<file path="config.mk">
export PLATFORM = sky130hd
export DESIGN_NAME = csa_accum_ctrl_flat
export DESIGN_NICKNAME = d
export VERILOG_FILES = /design/src/rtl/csa_accum_ctrl_if.sv /design/src/rtl/csa_accum_ctrl.sv /design/src/flat_wrapper.sv
export SDC_FILE = /design/constraint.sdc
export NUM_CORES = 1
export LEC_CHECK = 0
export BUFFER_PORTS_ARGS = -buffer_cell sky130_fd_sc_hd__buf_4
export CAP_MARGIN = 20
export CORE_AREA = 2 2 80 82
export CTS_BUF_LIST = sky130_fd_sc_hd__clkbuf_4
export DETAILED_ROUTE_END_ITERATION = 7
export DIE_AREA = 0 0 82 84
export PLACE_DENSITY = 0.79
export REMOVE_ABC_BUFFERS = 1
export SLEW_MARGIN = 10
export SYNTH_ARGS = -nofsm -noshare
export SYNTH_HDL_FRONTEND = slang
export SYNTH_SLANG_ARGS = --single-unit
</file>
<file path="constraint.sdc">
create_clock -name clk -period 2 [get_ports clk]
set_input_delay 0.4 -clock clk [delete_from_list [all_inputs] [get_ports clk]]
set_output_delay 0.4 -clock clk [all_outputs]
set_load 0.02 [all_outputs]
</file>
<file path="src/rtl/csa_accum_ctrl_if.sv">
// Stream and control bundle for the carry-save accumulator sequencer.
// master: operand source / result consumer side; slave: the sequencer.
interface csa_accum_ctrl_if #(
    parameter int WIDTH = 8,
    parameter int ACC_W = 16,
    parameter int CNT_W = 5
);
    logic             start;
    logic [CNT_W-1:0] op_count;
    logic             in_valid;
    logic             in_ready;
    logic [WIDTH-1:0] in_data;
    logic             out_valid;
    logic             out_ready;
    logic [ACC_W-1:0] out_sum;
    logic             busy;

    modport master (
        output start, op_count, in_valid, in_data, out_ready,
        input  in_ready, out_valid, out_sum, busy
    );

    modport slave (
        input  start, op_count, in_valid, in_data, out_ready,
        output in_ready, out_valid, out_sum, busy
    );
endinterface

</file>
<file path="src/rtl/csa_accum_ctrl.sv">
// Multi-operand accumulator: folds a burst of operands into redundant
// sum/carry registers with one 3:2 CSA step per accepted operand, then
// resolves the pair with a single carry-propagate add.
module csa_accum_ctrl #(
    parameter int WIDTH   = 8,
    parameter int ACC_W   = 16,
    parameter int MAX_OPS = 16,
    parameter int CNT_W   = 5
) (
    input  logic               clk,
    input  logic               rst_n,
    csa_accum_ctrl_if.slave    bus
);
    typedef enum logic [1:0] {IDLE, LOAD, RESOLVE, DONE} state_t;

    localparam logic [CNT_W-1:0] MAX_CNT = CNT_W'(MAX_OPS);

    state_t           state_reg, state_next;
    logic [ACC_W-1:0] sum_reg, sum_next;
    logic [ACC_W-1:0] car_reg, car_next;
    logic [ACC_W-1:0] out_sum_reg, out_sum_next;
    logic [CNT_W-1:0] cnt_reg, cnt_next;
    logic [CNT_W-1:0] target_reg, target_next;
    logic             out_valid_reg, out_valid_next;

    logic [ACC_W-1:0] x;
    logic [ACC_W-1:0] csa_sum;
    logic [ACC_W-1:0] csa_maj;
    logic [CNT_W-1:0] cnt_inc;
    logic [CNT_W-1:0] target_clamped;

    assign x              = ACC_W'(bus.in_data);
    assign cnt_inc        = cnt_reg + CNT_W'(1);
    assign target_clamped = (bus.op_count > MAX_CNT) ? MAX_CNT : bus.op_count;

    // Bitwise 3:2 compressor: full-adder sum and majority per bit position
    genvar gi;
    generate
        for (gi = 0; gi < ACC_W; gi++) begin : g_csa
            assign csa_sum[gi] = sum_reg[gi] ^ car_reg[gi] ^ x[gi];
            assign csa_maj[gi] = (sum_reg[gi] & car_reg[gi]) |
                                 (sum_reg[gi] & x[gi]) |
                                 (car_reg[gi] & x[gi]);
        end
    endgenerate

    // Next-state and datapath updates; every register holds by default
    always_comb begin
        state_next     = state_reg;
        sum_next       = sum_reg;
        car_next       = car_reg;
        out_sum_next   = out_sum_reg;
        cnt_next       = cnt_reg;
        target_next    = target_reg;
        out_valid_next = out_valid_reg;
        case (state_reg)
            IDLE: begin
                if (bus.start) begin
                    sum_next    = '0;
                    car_next    = '0;
                    cnt_next    = '0;
                    target_next = target_clamped;
                    state_next  = (bus.op_count == '0) ? RESOLVE : LOAD;
                end
            end
            LOAD: begin
                if (bus.in_valid) begin
                    sum_next = csa_sum;
                    // Carry weight moves up one bit; the top majority bit is
                    // beyond the accumulator and is dropped.
                    car_next = csa_maj << 1;
                    cnt_next = cnt_inc;
                    if (cnt_inc == target_reg) begin
                        state_next = RESOLVE;
                    end
                end
            end
            RESOLVE: begin
                out_sum_next   = sum_reg + car_reg;
                out_valid_next = 1'b1;
                state_next     = DONE;
            end
            DONE: begin
                if (bus.out_ready) begin
                    out_valid_next = 1'b0;
                    state_next     = IDLE;
                end
            end
            default: state_next = IDLE;
        endcase
    end

    // State and datapath registers with synchronous active-low reset
    always_ff @(posedge clk) begin
        if (!rst_n) begin
            state_reg     <= IDLE;
            sum_reg       <= '0;
            car_reg       <= '0;
            out_sum_reg   <= '0;
            cnt_reg       <= '0;
            target_reg    <= '0;
            out_valid_reg <= 1'b0;
        end else begin
            state_reg     <= state_next;
            sum_reg       <= sum_next;
            car_reg       <= car_next;
            out_sum_reg   <= out_sum_next;
            cnt_reg       <= cnt_next;
            target_reg    <= target_next;
            out_valid_reg <= out_valid_next;
        end
    end

    assign bus.in_ready  = (state_reg == LOAD);
    assign bus.busy      = (state_reg != IDLE);
    assign bus.out_valid = out_valid_reg;
    assign bus.out_sum   = out_sum_reg;
endmodule

</file>
<file path="src/flat_wrapper.sv">
// flat-port wrapper written by rule: the top's interface ports become plain ports
module csa_accum_ctrl_flat 
#(
    parameter int WIDTH   = 8,
    parameter int ACC_W   = 16,
    parameter int MAX_OPS = 16,
    parameter int CNT_W   = 5
)
  (clk, rst_n, bus_start, bus_op_count, bus_in_valid, bus_in_data, bus_out_ready, bus_in_ready, bus_out_valid, bus_out_sum, bus_busy);
  csa_accum_ctrl_if #(.WIDTH(WIDTH), .ACC_W(ACC_W), .CNT_W(CNT_W)) bus_i ();
  input  logic clk;
  input  logic rst_n;
  input wire logic [$bits(bus_i.start)-1:0] bus_start;
  input wire logic [$bits(bus_i.op_count)-1:0] bus_op_count;
  input wire logic [$bits(bus_i.in_valid)-1:0] bus_in_valid;
  input wire logic [$bits(bus_i.in_data)-1:0] bus_in_data;
  input wire logic [$bits(bus_i.out_ready)-1:0] bus_out_ready;
  output wire logic [$bits(bus_i.in_ready)-1:0] bus_in_ready;
  output wire logic [$bits(bus_i.out_valid)-1:0] bus_out_valid;
  output wire logic [$bits(bus_i.out_sum)-1:0] bus_out_sum;
  output wire logic [$bits(bus_i.busy)-1:0] bus_busy;
  assign bus_i.start = bus_start;
  assign bus_i.op_count = bus_op_count;
  assign bus_i.in_valid = bus_in_valid;
  assign bus_i.in_data = bus_in_data;
  assign bus_i.out_ready = bus_out_ready;
  assign bus_in_ready = bus_i.in_ready;
  assign bus_out_valid = bus_i.out_valid;
  assign bus_out_sum = bus_i.out_sum;
  assign bus_busy = bus_i.busy;
  csa_accum_ctrl #(.WIDTH(WIDTH), .ACC_W(ACC_W), .MAX_OPS(MAX_OPS), .CNT_W(CNT_W)) u_core (.clk(clk), .rst_n(rst_n), .bus(bus_i));
endmodule
</file>
==> flow_metrics.env <==
export IMPL_worst_setup_path_type="flip-flop to flip-flop"
export IMPL_relSlewSlack_pct=69.9
export IMPL_fmax_ghz=0.498
export IMPL_endpoint_kind="flip-flop"
export IMPL_dpl_cell_area_um2=3560
export IMPL_yosysSeqAreaShare_pct=39.0
export IMPL_start_util_pct=50.5
export IMPL_fill_cells=511
export IMPL_drt_iter0_markers=131
export IMPL_die_h_um=84
export IMPL_crit_chain="ha_4, fa_2, a21o_1, a221oi_2, a21boi_1, a31oi_1, xnor2_1, a21oi_1"
export IMPL_grt_max_degree=33
export IMPL_htree_levels=3
export IMPL_syn_instance_count=335
export IMPL_netlist_area_um2=3080
export IMPL_hold_viol_final=0
export IMPL_drc=0
export IMPL_crit_path_max_incr_delay_ns=0.35
export IMPL_yosysMostFrequentCell="dfxtp_1"
export IMPL_fin_worst_skew_ns=0.0129
export IMPL_r2r_slack_ns=-0.007
export IMPL_path_buf_inv=0
export IMPL_vias=2667
export IMPL_dieArea_um2=6890
export IMPL_arrival_ns=2.29
export IMPL_via_per_inst=5.65
export IMPL_layout_drive_gt1_share_pct=23.0
export IMPL_synth_edf_count=0
export IMPL_hpwlAfterDp_mm=4.66
export IMPL_report_final_slew_viol_count=0
export IMPL_synth_async_reset_ratio_pct=0
export IMPL_combPwrFrac_pct=29.5
export IMPL_synth_top_area_share_pct=39.0
export IMPL_synth_seq_cells=60
export IMPL_start_kind="flip-flop"
export IMPL_swShare_pct=32.1
export IMPL_p_sw_uw=1170
export IMPL_synth_cell_types=42
export IMPL_worst_pin_slew_ns=0.450
export IMPL_synth_area_top_cells="dfxtp_1 (39%), ha_1 (8.1%), a22oi_1 (7.6%)"
export IMPL_core_um2=6100
export IMPL_clockBufferDepth=2
export IMPL_n_antenna_cell=0
export IMPL_worst_path_max_delay_cell="dfxtp_1"
export IMPL_drv_cap=0
export IMPL_leakagePower_uw=0.00168
export IMPL_power_density_nw_per_um2=956
export IMPL_gr_total_overflow=0
export IMPL_cp_top_family="compound AO/OA/AOI/OAI gates"
export IMPL_synth_common_cells="dfxtp_1 (60), nor2_1 (53), a22oi_1 (31)"
export IMPL_setup_violations=1
export IMPL_p_seq_share_pct=36.6
export IMPL_synth_flop_cell="dfxtp_1"
export IMPL_clkTransAtPathRegs_ns=0.10
export IMPL_grt_use_total_pct=20.8
export IMPL_hold_path_class="primary input to flip-flop"
export IMPL_rsz0062_at_grt="yes"
export IMPL_ios=37
export IMPL_fin_crit_sh_pct=100
export IMPL_postLayoutCoreUtil_pct=62.7
export IMPL_antenna_found_initial=0
export IMPL_grt_pass1_vias=2541
export IMPL_intPower_uw=2480
export IMPL_tritoncts="done"
export IMPL_clock_sinks=60
export IMPL_numCtsBuffers=9
export IMPL_die_w_um=82
export IMPL_ant_nets=0
export IMPL_synth_avg_cell_area_um2=9.19
export IMPL_peakVddDrop_mv=0.499
export IMPL_clockRootBuffer="clkbuf_4"
export IMPL_drt_wl_total_mm=6.76
export IMPL_crit_required_ns=2.28
export IMPL_area_delta_synth_final_pct=24.1
export IMPL_drt_pass1_iter_count=4
export IMPL_run_status="finished with violations"
export IMPL_post_drt_wl_per_cell_um=14.3
export IMPL_grt_pass1_wl_mm=11.3
export IMPL_min_period_ns=2.01
export IMPL_design_area_um2=3820
export IMPL_dp_slack_ns=-0.120
export IMPL_cp_max_fo=3
export IMPL_yosys_warnings=0
export IMPL_num_rows=29
export IMPL_nets=436
export IMPL_yosysTopAreaCell="dfxtp_1"
export IMPL_fin_ws_ns=-0.00740
export IMPL_io_buffer_count=36
export IMPL_clockPowerShare_pct=33.9
export IMPL_violations="setup timing"
export IMPL_clock_latency_ns=0.41
export IMPL_gp_congestion=0.832
## stage by stage
| stage | total power [µW] | instances | setup TNS (ns) | hold WS [ns] |
|---|---|---|---|---|
| final | 3650 | 472 | -0.00740 | 0.290 |
| after global routing | 3830 | 472 | -0.471 | 0.281 |
| after CTS | 3640 | 471 | -0.000883 | 0.260 |
| after detailed placement | 2410 | 454 | -0.393 | 0.468 |
| after global placement | 2380 | 454 | -0.0778 | 0.458 |
| after floorplan | 2020 | 318 | -0.193 | 0.450 |
## metal layers
metal / share of wire (%) / track usage, % / vias to the layer above / wire length [µm]
li1: - / - / 1319 / -
met1: 45 / 26.0 / 1284 / 3040
met2: 50 / 34.7 / 53 / 3400
met3: 3.2 / 3.68 / 11 / 213
met4: 1.6 / 8.64 / 0 / 106
met5: 0 / 0 / - / 0
## final timing paths
check                                             end  depth (start not counted)                         startpoint
setup reg to reg  u_core.bus.out_sum[15]$_SDFFE_PN0P_                          8     u_core.sum_reg[1]$_SDFFE_PN0P_
setup / recovery  u_core.bus.out_sum[15]$_SDFFE_PN0P_                          8     u_core.sum_reg[1]$_SDFFE_PN0P_
hold reg to reg     u_core.target_reg[4]$_SDFFE_PN0P_                          2  u_core.target_reg[4]$_SDFFE_PN0P_
hold / removal      u_core.target_reg[4]$_SDFFE_PN0P_                          3                          bus_start
## final cells by class
| class | instances | area [µm²] | share of cell area (%) |
|---|---|---|---|
| multi-input combinational | 251 | 1810 | 47.5 |
| sequential | 60 | 1210 | 31.6 |
| timing repair buffer | 61 | 470 | 12.3 |
| clock inverter | 5 | 124 | 3.24 |
| tap | 77 | 96.3 | 2.52 |
| clock buffer | 11 | 82.6 | 2.16 |
| inverter | 7 | 26.3 | 0.688 |
## worst reg2reg max path, delay by kind of cell, from the launching register on
family,cells,cell delay (ns)
compound gates,5,0.89
fa+ha+maj,2,0.50
flops,1,0.35
xor+xnor,1,0.14
## power by group through the flow
| stage | registers, µW | logic [µW] | clock network, µW |
|---|---|---|---|
| 2_1_floorplan | 1380 | 646 | 0 |
| 4_1_cts | 1330 | 1060 | 1250 |
| 3_5_place_dp | 1360 | 1050 | 0 |
| 5_1_grt | 1350 | 1180 | 1300 |
| 3_3_place_gp | 1350 | 1020 | 0 |
| 6_report | 1340 | 1080 | 1240 |
## placed cells by master, fill, tap and decap left out, drive strengths merged
cell,count
a211o,2
a211oi,1
a21boi,5
a21o,11
a21oi,26
a221o,1
a221oi,1
a22oi,31
a311oi,1
a31oi,3
a32o,2
and2,3
and3,3
buf,61
bufinv,4
clkbuf,11
clkinv,1
dfxtp,60
fa,8
ha,20
inv,7
mux2i,9
nand2,12
nand2b,3
nand3,4
nand3b,9
nand4,3
nor2,53
nor2b,1
nor3,4
nor3b,4
o211ai,3
o21ai,10
o41ai,1
or3,3
or4,1
xnor2,9
xor2,4
## kinds of logic after synthesis
group | share of synthesized area (%)
and+or+nand+nor | 15.9
AOI/OAI and AO/OA | 21.9
DFF | 39.0
adders and majority gates | 13.3
buffers and inverters | 3.21
xor gates and xnor gates | 3.70
muxes | 2.93
## repair_timing
item,CTS,global route
pin swaps,2,3
resized for setup,6,8
endpoints found under the setup margin,4,29
setup buffers,1,1
endpoints found under the hold margin,0,0
hold buffers,0,0
No activity file was read; power rests on OpenSTA's default activity.
